$ cat config.mk
export PLATFORM = sky130hd
export DESIGN_NAME = uart_rx_sampler
export DESIGN_NICKNAME = d
export VERILOG_FILES = /design/src/rtl/uart_rx_sampler.sv
export SDC_FILE = /design/constraint.sdc
export NUM_CORES = 1
export LEC_CHECK = 0
export BUFFER_PORTS_ARGS = -buffer_cell sky130_fd_sc_hd__buf_2
export CORE_MARGIN = 2
export CORE_UTILIZATION = 41
export DETAILED_ROUTE_END_ITERATION = 16
export PLACE_DENSITY = 0.59
export SLEW_MARGIN = 20
export SYNTH_ARGS = -nofsm -noshare
export SYNTH_HDL_FRONTEND = slang
export SYNTH_SLANG_ARGS = --single-unit
$ cat constraint.sdc
create_clock -name clk -period 2 [get_ports clk]
set_clock_uncertainty 0.2 [all_clocks]
set_input_delay 0.4 -clock clk [delete_from_list [all_inputs] [get_ports clk]]
set_output_delay 0.4 -clock clk [all_outputs]
set_load 0.02 [all_outputs]
$ cat src/rtl/uart_rx_sampler.sv
// uart_rx_sampler: 16x oversampled UART receiver with 3-sample majority voting per bit
// Ports: clk, nReset (async active-low), en (oversample tick, 16 per bit),
//        in (async serial line, idle high), data (last received word),
//        done (one-clk frame-complete pulse), err (bad-frame pulse, with done).
// Optional feature: define UART_RX_PARITY_EN to expect an even-parity bit after the data.
module uart_rx_sampler #(
  parameter int DATA_BITS  = 8,
  parameter int OVERSAMPLE = 16
) (
  input  logic                 clk,
  input  logic                 nReset,
  input  logic                 en,
  input  logic                 in,
  output logic [DATA_BITS-1:0] data,
  output logic                 done,
  output logic                 err
);
`ifdef UART_RX_PARITY_EN
  typedef enum logic [2:0] {IDLE, START, DATA, PARITY, STOP} state_t;
`else
  typedef enum logic [1:0] {IDLE, START, DATA, STOP} state_t;
`endif
  localparam logic [3:0] LAST_TICK = 4'(OVERSAMPLE - 1);
  localparam logic [2:0] IDX_LAST  = 3'(DATA_BITS - 1);
  state_t               state_q, state_d;
  logic [1:0]           sync_q;
  logic [3:0]           cnt_q, cnt_d;
  logic [2:0]           idx_q, idx_d;
  logic [1:0]           samp_q, samp_d;
  logic [DATA_BITS-1:0] shreg_q, shreg_d, data_q, data_d;
  logic                 done_q, done_d, err_q, err_d;
  logic                 par_err_q, par_err_d;
  logic                 rx, maj, decide, wrap;
  always_comb begin
    rx        = sync_q[1];
    // third sample is the live value on the deciding tick
    maj       = (samp_q[0] & samp_q[1]) | (rx & (samp_q[0] | samp_q[1]));
    decide    = en && cnt_q == 4'd9;
    wrap      = en && cnt_q == LAST_TICK;
    state_d   = state_q;
    cnt_d     = en ? cnt_q + 4'd1 : cnt_q;
    idx_d     = idx_q;
    samp_d    = (en && cnt_q == 4'd7) ? {samp_q[1], rx} :
                (en && cnt_q == 4'd8) ? {rx, samp_q[0]} : samp_q;
    shreg_d   = shreg_q;
    data_d    = data_q;
    done_d    = 1'b0;
    err_d     = 1'b0;
    par_err_d = par_err_q;
    case (state_q)
      IDLE: begin
        cnt_d     = 4'd0;
        par_err_d = 1'b0;
        if (en && !rx) state_d = START;
      end
      START: begin
        if (decide && maj) begin
          state_d = IDLE;
          cnt_d   = 4'd0;
        end else if (wrap) begin
          state_d = DATA;
          idx_d   = 3'd0;
        end
      end
      DATA: begin
        if (decide) shreg_d[idx_q] = maj;
        if (wrap) begin
          idx_d = idx_q + 3'd1;
`ifdef UART_RX_PARITY_EN
          if (idx_q == IDX_LAST) state_d = PARITY;
`else
          if (idx_q == IDX_LAST) state_d = STOP;
`endif
        end
      end
`ifdef UART_RX_PARITY_EN
      PARITY: begin
        if (decide) par_err_d = maj != ^shreg_q;
        if (wrap) state_d = STOP;
      end
`endif
      STOP: begin
        // leave on the decision tick so a back-to-back start is caught on the next en
        if (decide) begin
          state_d = IDLE;
          cnt_d   = 4'd0;
          data_d  = shreg_q;
          done_d  = 1'b1;
`ifdef UART_RX_PARITY_EN
          err_d   = !maj || par_err_q;
`else
          err_d   = !maj;
`endif
        end
      end
      default: state_d = IDLE;
    endcase
  end
  always_ff @(posedge clk or negedge nReset) begin
    if (!nReset) begin
      state_q   <= IDLE;
      sync_q    <= 2'b11;
      cnt_q     <= 4'd0;
      idx_q     <= 3'd0;
      samp_q    <= 2'b11;
      shreg_q   <= '0;
      data_q    <= '0;
      done_q    <= 1'b0;
      err_q     <= 1'b0;
      par_err_q <= 1'b0;
    end else begin
      state_q   <= state_d;
      sync_q    <= {sync_q[0], in};
      cnt_q     <= cnt_d;
      idx_q     <= idx_d;
      samp_q    <= samp_d;
      shreg_q   <= shreg_d;
      data_q    <= data_d;
      done_q    <= done_d;
      err_q     <= err_d;
      par_err_q <= par_err_d;
    end
  end
  assign data = data_q;
  assign done = done_q;
  assign err  = err_q;
endmodule

==> key figures <==
Cells and area
  • Share of cells above drive strength 1: 36.30%
  • Post-route cell area: 1753 um^2
  • Final Util: 48.24%
  • Final Non-Filler Cells: 194
  • ANT cells: 0
  • Final net count: 154
  • Layout area overhead: 13.26%

Placement
  • GP Congestion: 0.7590
  • Placed Cells: 185
  • Dpl hpwl: 1858 um
  • PortBufs: 13
  • DP Area: 1652 um^2
  • Pre-CTS WS: 125.5 ps

Job
  • Maxcap violations: 0

Critical path
  • Crit path max-delay family: simple AND/OR/NAND/NOR gates
  • FF-to-FF setup slack: 110 ps
  • CP Class: register to register
  • Worst EP required: 1960 ps
  • Crit-path max FO: 10
  • Crit-path slowest cell: dfrtp_1
  • R2r worst-path depth: 5
  • Critical Path Max Stage Delay: 410 ps
  • Crit path to: data[1]
  • RR Startpoint: cnt_q[1]
  • Worst setup SP type: register
  • CP Capture Type: register
  • Critical Path Stages: 5
  • Buf/Inv on CP: 1
  • Crit path DAT: 1850 ps
  • Worst reg2reg path endpoint: data[1]
  • Critical Path Start: cnt_q[1]
  • CP Cell Sequence: inv_1 -> ha_1 -> and4b_4 -> and3_4 -> mux2_4

Hold path
  • HP Class: input pin to register
  • Hold path cells: 1
  • Hold_sp: in

Logic synthesis
  • Number of synthesized flops with an enable pin: 0
  • #FFs+latches synth: 31
  • Post-Synthesis Net Count: 135
  • Top cells by count, synth: 27 x dfrtp_1, 11 x mux2_2, 8 x mux2_4, 8 x nand2_1, 8 x nor2_1
  • Mapped cell area: 1548 um^2
  • Async set or reset register ratio after synthesis: 100.0%
  • YS warnings: 0
  • Ranking of synthesized cells by area: dfrtp_1 44%, mux2_2 8.0%, mux2_4 7.8%, dfstp_2 6.8%, ha_1 4.0%
  • Distinct cell type count after synthesis: 36
  • Seq/Total Area, Yosys: 50.44%
  • Post-synth top area cell: dfrtp_1
  • Share of the synthesized area in the top cell type: 43.65%
  • Ys flop type: dfrtp_1
  • Mapped Cells: 126
  • Most common cell in the netlist: dfrtp_1
  • Synthesized area per cell: 12.28 um^2

Floorplan
  • Initial core utilization: 42.60%
  • Num rows: 22
  • Core Area: 3633 um^2
  • Die height: 65.44 um
  • Width of the chip: 65.44 um
  • # IOs: 14
  • Die footprint: 4282 um^2

Timing
  • Worst-Margin Slew: 678.9 ps
  • Relative slew slack: 54.74%
  • Count of final setup violators: 0
  • Setup_tns: 0 ps
  • Final Hold Violating Endpoints: 0
  • Slew Viols, Final: 0
  • Fin crit period: 1888 ps
  • Hold WS: 18.91 ps
  • Final WS setup: 112.4 ps
  • RSZ-0062 raised after global routing: false
  • Fmax: 529.8 MHz
  • Part of the cycle the worst path needs: 94.38%

CTS
  • Resized Gates After CTS: 0
  • Clk sink count: 31
  • CTS max path bufs: 2
  • Deepest level of the CTS H-tree: 2
  • Hold buffer count at cts: 1
  • Setup Buffers After CTS: 0
  • Clock latency at the later pin of the worst-skew pair: 280 ps
  • TritonCTS clock tree: yes
  • CTS clk-pin slew, worst paths: 60 ps
  • Clock root buffer: clkbuf_8
  • TritonCTS buffer count: 5

Run status
  • Status: finished clean

Pwr
  • Pwr Total: 1.776 mW
  • Leakage Power: 0.8374 nW
  • Sw Share: 31.98%
  • Clk network pwr share: 27.8%
  • Flop pwr share: 46.4%
  • Comb power frac: 25.7%
  • Power per cell area: 1013 nW/um^2
  • Switching Power: 0.5679 mW
  • P_int: 1.208 mW
  • Peak VDD IR: 0.0004446 V

Global route
  • Gr usage total: 14.25%
  • Pin count of the biggest net entering global routing: 32
  • GR Overflow Total: 0
  • Vias in the first global route: 991
  • Initial antenna violation count: 0
  • First-pass GRT wire length: 4512 um

Route
  • Via density per instance: 5.175
  • Routed via count: 1004
  • First-pass iteration count of the detailed router: 5
  • DRC errors left: 0
  • Number of DRC markers in iteration 0: 22
  • Total wire length: 2639 um
  • Antenna viol nets, final: 0
  • DR WL/cell: 13.60 um
[kinds of logic (layout without fill, tap and decap cells)]
| kind of cell | count (synthesis) | count (layout) | synth area share (%) |
|---|---|---|---|
| AO/OA/AOI/OAI | 13 | 13 | 6.063 |
| XOR/XNOR | 3 | 3 | 1.698 |
| adder cells (fa/ha/maj) | 6 | 6 | 4.770 |
| buffers and inverters | 10 | 30 | 4.284 |
| flip-flops | 31 | 31 | 50.44 |
| multiplexers | 20 | 20 | 16.41 |
| AND/OR/NAND/NOR | 43 | 43 | 16.33 |
[power by group through the flow]
stage               clock network (mW)  logic [mW]  registers (mW)
global route                     0.546       0.523           0.839
global placement                     0       0.444           0.830
finish                           0.494       0.457           0.824
CTS                              0.515       0.462           0.823
floorplan                            0       0.358           0.805
detailed placement                   0       0.459           0.834
[worst min path at each step]
stage | end
after floorplan | asynchronous set/reset pin
after detailed placement | sync_q[1]
after CTS | sync_q[0]
final | sync_q[0]
after global routing | sync_q[0]
after global placement | sync_q[1]
[per-layer routing]
layer / vias up / wire length [um] / GRT usage, %
met5: - / 0 / 0
met4: 0 / 44 / 7.031
met3: 5 / 87 / 3.596
met2: 18 / 1281 / 24.11
met1: 490 / 1226 / 16.80
li1: 491 / - / -
[cells in the final DEF (no fill, tap or decap), types with 2 or more instances in the layout]
cell type / n
a31oi_1: 2
a21oi_1: 5
xor2_1: 2
o221ai_1: 3
nand3_1: 4
buf_4: 4
dfstp_2: 4
nor2b_1: 3
nand4_1: 6
inv_1: 3
nand2_1: 8
ha_1: 5
mux2_2: 11
and2_1: 4
nor2_1: 8
buf_2: 13
dfrtp_1: 27
mux2_4: 8
clkbuf_8: 6
nand2b_1: 2
[state kept, by name, indices dropped and copies added, names as in the netlist, named ones only]
name	cells
idx_q	3
data	8
samp_q	2
state_q	1
sync_q	2
shreg_q	8
cnt_q	4
done	1
err	1
[worst reg2reg max path: stages, from the launching register on]
cell and delay [ps]:
dfrtp_1 410, inv_1 90, ha_1 140, and4b_4 290
and3_4 310, mux2_4 330
[area by class of cell]
class	count	area, um^2
Sequential cell	31	780.7
Multi-Input combinational cell	85	700.7
Fill cell	356	1881
Tap cell	48	60.06
Timing Repair Buffer	18	105.1
Clock inverter	1	5.005
Clock buffer	7	86.33
Inverter	4	15.01
No activity file was read; power rests on OpenSTA's default activity.
